<file path="src/rtl/pipelined_cla_pkg.sv">
// Shared constants for the pipelined carry-lookahead adder family.
// Holds the default operand/segment widths and the stage-count derivation.
package pipelined_cla_pkg;

    localparam int DEFAULT_WIDTH = 32;
    localparam int DEFAULT_SEG   = 16;

    function automatic int nseg_f(input int width, input int seg);
        return width / seg;
    endfunction

endpackage

</file>
<file path="src/rtl/cla_segment.sv">
// Combinational SEG-bit carry-lookahead adder built on a parallel-prefix
// generate/propagate tree; c_msb is the carry into the top bit (for overflow).
module cla_segment #(
    parameter int SEG = 16
) (
    input  logic [SEG-1:0] a,
    input  logic [SEG-1:0] b,
    input  logic           ci,
    output logic [SEG-1:0] s,
    output logic           co,
    output logic           c_msb
);

    logic [SEG-1:0] p_s;
    logic [SEG-1:0] g_lvl_s;
    logic [SEG-1:0] p_lvl_s;
    logic [SEG-1:0] g_nxt_s;
    logic [SEG-1:0] p_nxt_s;
    logic [SEG:0]   c_s;

    // Prefix tree: after the last level g_lvl_s[i]/p_lvl_s[i] span bits i..0.
    always_comb begin
        p_s     = a ^ b;
        g_lvl_s = a & b;
        p_lvl_s = p_s;
        g_nxt_s = g_lvl_s;
        p_nxt_s = p_lvl_s;
        for (int d = 1; d < SEG; d = d * 2) begin
            g_nxt_s = g_lvl_s;
            p_nxt_s = p_lvl_s;
            for (int i = d; i < SEG; i++) begin
                g_nxt_s[i] = g_lvl_s[i] | (p_lvl_s[i] & g_lvl_s[i-d]);
                p_nxt_s[i] = p_lvl_s[i] & p_lvl_s[i-d];
            end
            g_lvl_s = g_nxt_s;
            p_lvl_s = p_nxt_s;
        end
        c_s    = '0;
        c_s[0] = ci;
        for (int i = 0; i < SEG; i++) begin
            c_s[i+1] = g_lvl_s[i] | (p_lvl_s[i] & ci);
        end
    end

    assign s     = p_s ^ c_s[SEG-1:0];
    assign co    = c_s[SEG];
    assign c_msb = c_s[SEG-1];

endmodule

</file>
<file path="src/rtl/pipelined_cla_adder.sv">
// Segmented, pipelined carry-lookahead adder/subtractor with valid/ready
// handshake; one pipeline stage per SEG-bit segment, latency NSEG.
module pipelined_cla_adder
    import pipelined_cla_pkg::*;
#(
    parameter int WIDTH = DEFAULT_WIDTH,
    parameter int SEG   = DEFAULT_SEG
) (
    input  logic             clk,
    input  logic             rst_n,
    input  logic             in_valid,
    output logic             in_ready,
    input  logic [WIDTH-1:0] a,
    input  logic [WIDTH-1:0] b,
    input  logic             cin,
    input  logic             op_sub,
    output logic             out_valid,
    input  logic             out_ready,
    output logic [WIDTH-1:0] sum,
    output logic             cout,
    output logic             ovf
);

    localparam int NSEG = nseg_f(WIDTH, SEG);

    if ((SEG > WIDTH) || ((WIDTH % SEG) != 0)) begin : g_bad_cfg
        $error("pipelined_cla_adder: WIDTH must be a positive multiple of SEG");
    end

    logic                       en_s;
    logic [NSEG-1:0]            valid_r;
    logic [NSEG-1:0]            carry_r;
    logic [NSEG-1:0][WIDTH-1:0] a_r;
    logic [NSEG-1:0][WIDTH-1:0] b_r;
    logic [NSEG-1:0][WIDTH-1:0] sum_r;
    logic                       ovf_r;

    logic [NSEG-1:0]            vin_s;
    logic [NSEG-1:0]            cin_stage_s;
    logic [NSEG-1:0][WIDTH-1:0] ain_s;
    logic [NSEG-1:0][WIDTH-1:0] bin_s;
    logic [NSEG-1:0][WIDTH-1:0] sin_s;
    logic [NSEG-1:0][WIDTH-1:0] snext_s;
    logic [NSEG-1:0][SEG-1:0]   seg_sum_s;
    logic [NSEG-1:0]            seg_co_s;
    logic [NSEG-1:0]            seg_cmsb_s;
    logic                       unused_tail_s;

    assign en_s = !valid_r[NSEG-1] || out_ready;

    // Stage k consumes stage k-1's registers; stage 0 takes the ports (B inverted for subtract).
    always_comb begin
        vin_s[0]       = in_valid;
        ain_s[0]       = a;
        bin_s[0]       = op_sub ? ~b : b;
        sin_s[0]       = '0;
        cin_stage_s[0] = op_sub ? 1'b1 : cin;
        for (int k = 1; k < NSEG; k++) begin
            vin_s[k]       = valid_r[k-1];
            ain_s[k]       = a_r[k-1];
            bin_s[k]       = b_r[k-1];
            sin_s[k]       = sum_r[k-1];
            cin_stage_s[k] = carry_r[k-1];
        end
    end

    for (genvar k = 0; k < NSEG; k++) begin : g_stage
        cla_segment #(.SEG(SEG)) u_seg (
            .a     (ain_s[k][k*SEG +: SEG]),
            .b     (bin_s[k][k*SEG +: SEG]),
            .ci    (cin_stage_s[k]),
            .s     (seg_sum_s[k]),
            .co    (seg_co_s[k]),
            .c_msb (seg_cmsb_s[k])
        );
    end

    // Merge each stage's freshly computed segment into its partial sum.
    always_comb begin
        for (int k = 0; k < NSEG; k++) begin
            snext_s[k]                 = sin_s[k];
            snext_s[k][k*SEG +: SEG]   = seg_sum_s[k];
        end
    end

    // Pipeline registers: the whole pipe advances only when the output slot frees up.
    always_ff @(posedge clk or negedge rst_n) begin
        if (!rst_n) begin
            valid_r <= '0;
            carry_r <= '0;
            a_r     <= '0;
            b_r     <= '0;
            sum_r   <= '0;
            ovf_r   <= 1'b0;
        end else if (en_s) begin
            valid_r <= vin_s;
            carry_r <= seg_co_s;
            a_r     <= ain_s;
            b_r     <= bin_s;
            sum_r   <= snext_s;
            ovf_r   <= seg_co_s[NSEG-1] ^ seg_cmsb_s[NSEG-1];
        end
    end

    // Operands reaching the last stage have been fully consumed.
    assign unused_tail_s = ^{a_r[NSEG-1], b_r[NSEG-1]};

    assign in_ready  = en_s;
    assign out_valid = valid_r[NSEG-1];
    assign sum       = sum_r[NSEG-1];
    assign cout      = carry_r[NSEG-1];
    assign ovf       = ovf_r;

endmodule
</file>
<file path="config.mk">
export PLATFORM = sky130hd
export DESIGN_NAME = pipelined_cla_adder
export DESIGN_NICKNAME = d
export VERILOG_FILES = /design/src/rtl/pipelined_cla_pkg.sv /design/src/rtl/cla_segment.sv /design/src/rtl/pipelined_cla_adder.sv
export SDC_FILE = /design/constraint.sdc
export NUM_CORES = 1
export LEC_CHECK = 0
export ABC_CLOCK_PERIOD_IN_PS = 2700
export BUFFER_PORTS_ARGS = -buffer_cell sky130_fd_sc_hd__buf_2
export CAP_MARGIN = 20
export CORE_ASPECT_RATIO = 2
export CORE_MARGIN = 2
export CORE_UTILIZATION = 57
export CTS_BUF_LIST = sky130_fd_sc_hd__clkbuf_8
export CTS_CLUSTER_SIZE = 24
export DETAILED_ROUTE_END_ITERATION = 10
export PLACE_DENSITY = 0.82
export SLEW_MARGIN = 20
export SYNTH_ARGS = -nofsm -noshare
export SYNTH_HDL_FRONTEND = slang
export SYNTH_HIERARCHICAL = 1
export SYNTH_SLANG_ARGS = --single-unit
</file>
<file path="constraint.sdc">
create_clock -name clk -period 2.7 [get_ports clk]
set_input_delay 0.135 -clock clk [delete_from_list [all_inputs] [get_ports clk]]
set_output_delay 0.135 -clock clk [all_outputs]
set_load 0.005 [all_outputs]
</file>
==> summary.txt <==
Outcome
  • Status: finished clean

Synth
  • Synth area leader: dfrtp_1
  • Synth Area per Inst: around 12 um^2
  • Number of synthesized register bits: 85
  • Syn nets: roughly 530
  • Async S/R FF share, synth: 1.00
  • Post-Synthesis Cells: 422
  • Synthesis Warnings: 6
  • Top cell type's share of synthesized area: 0.406
  • Count leader, synth: dfrtp_1
  • Mapped Area: roughly 5200 um^2
  • Main area contributors after synthesis: dfrtp_1 41%, mux2_4 11%, mux2_2 9.9%
  • Commonest cells post-synth: 85 x dfrtp_1, 47 x xor2_1, 46 x mux2_2
  • Register area share after synthesis: 0.406
  • EDFF count, synth: 0
  • Post-synth top flop: dfrtp_1
  • Synth cell types: between 50 and 60

Final layout
  • N_diodes: 0
  • Layout Nets: around 650
  • Share of cells above drive strength 1: 0.422
  • Fillcell total: approximately 660
  • Syn-to-layout area delta: 17.8%

Placement
  • IO buf count: between 100 and 150
  • Placer congestion estimate: 0.891
  • Pre-CTS setup slack: around 0.013 ns
  • HPWL after DPL: 8840 um

Setup path
  • CP required: 2.95 ns
  • Setup crit start kind: register
  • R2r startpoint: a_r[16]
  • CP arrival: 2.82 ns
  • Worst Path Buf+Inv: 0
  • Internal reg-to-reg setup slack: roughly 0.13 ns
  • CP delay by family, top: compound AO/OA/AOI/OAI gates
  • Critical Path, Cell by Cell: ha_1, a211oi_2, o21ai_2, a41oi_2, o21ai_1, a221o_1, xor2_1, mux2_2
  • Crit path max-delay cell type: dfrtp_1
  • Crit Path Class: register to register
  • CP endpoint kind: register
  • R2r worst-path depth: 8
  • Worst path max stage delay: around 0.43 ns
  • Maximum fanout along the worst path: 3
  • Reg-to-Reg End: ovf

Floorplan
  • Die height: ~140 um
  • IO Pins: between 100 and 150
  • Core Region: about 9000 um^2
  • Starting density of the core: 0.586
  • Die Area: around 10000 um^2
  • # rows: between 40 and 50
  • Die width: about 72 um

Timing
  • Max Slew Vio Count: 0
  • Tcrit/Tclk final: 0.954
  • Setup-failing EPs final: 0
  • Final min period: 2.57 ns
  • Setup Total Neg Slack: 0 ns
  • Slew margin rel.: 0.488
  • Slew @ Worst Pin: roughly 0.77 ns
  • Max Clock Skew: just under 0.008 ns
  • RSZ-0062 raised after global routing: no
  • Final WS setup: 0.125 ns
  • Fin. Hold Viols: 0
  • Fmax: 388 MHz

Detailed routing
  • Drc violations: 0
  • Remaining antenna violation count: 0
  • Drt wl/cell: approximately 18 um
  • Iter 0 DRT Violations: 220
  • Via count: 3746
  • Pre-antenna DRT Iters: 5
  • Routed WL: 11700 um
  • DR vias/cell: 5.75

Clock tree
  • Clock tree buffer depth: 2
  • Clock sink count: 85
  • CTS tree: done
  • H-tree depth: 3
  • Root Buffer: clkbuf_8
  • Clock transition at path regs: ~0.090 ns
  • Worst-skew pair later-pin latency: 0.36 ns
  • Total CTS buffers: 9
  • # Post-CTS Setup Buffers: 0

Hold path
  • Hold Crit Depth: 2
  • Hold endpoint: a_r[29]
  • Hold Crit Class: input pin to register
  • Hold path startpoint: a[29]

Global routing
  • Largest net degree at the start of global routing: between 80 and 90
  • Initial antenna violation count: 0
  • Number of global-route vias before repair: between 4000 and 5000
  • Global-route wire length before repair: 19000 um
  • Total GRT Usage: 0.243
  • Remaining Overflow, GRT: 0

Pwr
  • Cell Int Power: 3.24 mW
  • Sw Ratio: 0.342
  • P_sw: 1.68 mW
  • Pwr per Cell Area: 796 nW/um^2
  • Clock share of power: 0.187
  • Max VDD drop: 0.434 mV
  • Register share of total power: 0.391
  • Leakage power: a little under 3 nW
  • Power share of the combinational group: 0.423

Flow run
  • # Max-Cap Violations: 0
-- kinds of logic after synthesis --
logic type / Yosys count / synth area share
flops: 85 / 0.406
mux: 84 / 0.208
compound gates: 82 / 0.112
xor+xnor: 62 / 0.105
simple gates: 52 / 0.0506
fa+ha+maj: 34 / 0.0840
buf+inv: 23 / 0.0353
-- cells in the final DEF, fill, tap and decap left out, types with 7 or more instances in the layout --
cell type and count:
buf_2 104, dfrtp_1 85, xor2_1 47, mux2_2 46, mux2_4 38, ha_1 32, a21oi_1 29, nand2_1 20
dlygate4sd3_1 16, xnor2_1 14, o21ai_0 11, nor2_1 10, clkbuf_8 9, inv_1 7
-- metrics by stage --
| step | instance area (um^2) | utilization | cells | power (mW) | hold WS [ns] |
|---|---|---|---|---|---|
| 6_report | 6180 | 0.690 | 652 | 4.92 | 0.0285 |
| 5_1_grt | 6180 | 0.690 | 652 | 5.23 | 0.0109 |
| 4_1_cts | 6180 | 0.690 | 652 | 4.96 | 0.00555 |
| 3_5_place_dp | 5820 | 0.650 | 620 | 4.01 | 0.375 |
| 3_3_place_gp | 5820 | 0.650 | 620 | 3.91 | 0.368 |
| 2_1_floorplan | 5240 | - | 422 | 3.34 | -0.161 |
-- per-layer routing --
layer / routed length (um) / part of all wire / vias up / global-route usage
li1: - / - / 1755 / -
met3: 470 / 0.040 / 35 / 0.0340
met2: 6550 / 0.56 / 132 / 0.450
met1: 4220 / 0.36 / 1824 / 0.251
met5: 0 / 0 / - / 0
met4: 497 / 0.042 / 0 / 0.139
-- how the worst max path moves through the flow --
stage	startpoint	to	slack, ns	cells past startpoint
after detailed placement	op_sub	sin_s[47]	0.01	10
after global placement	op_sub	sin_s[47]	0.17	10
after CTS	a_r[16]	ovf	0.19	8
final	a_r[16]	ovf	0.13	8
after global routing	a_r[16]	ovf	0.06	8
after floorplan	op_sub	sin_s[45]	0.13	12
-- power groups by stage --
stage	registers [mW]	logic [mW]	clock network (mW)
after CTS	1.93	2.08	0.945
after detailed placement	1.95	2.05	0
after global placement	1.93	1.98	0
after floorplan	1.93	1.41	0
after global routing	1.98	2.27	0.984
final	1.92	2.08	0.919
-- repair_timing --
item | 4_1_cts | 5_1_grt
gates resized for setup | 0 | 0
hold endpoints to repair | 56 | 0
hold buffers | 16 | 0
-- registers in the layout (all words and copies together), names as in the netlist --
| name | cells |
|---|---|
| carry_r | 2 |
| sin_s | 16 |
| b_r | 16 |
| ovf | 1 |
| sum | 32 |
| a_r | 16 |
| valid_r | 2 |
-- layout make-up --
class / count / area, um^2 / area share
Clock buffer: 9 / 124 / 0.0200
Clock inverter: 7 / 73.8 / 0.0119
Inverter: 7 / 26.3 / 0.00425
Multi-Input combinational cell: 314 / 2930 / 0.474
Sequential cell: 85 / 2130 / 0.344
Tap cell: 102 / 128 / 0.0207
Timing Repair Buffer: 128 / 769 / 0.125
No activity file was read; power rests on OpenSTA's default activity.
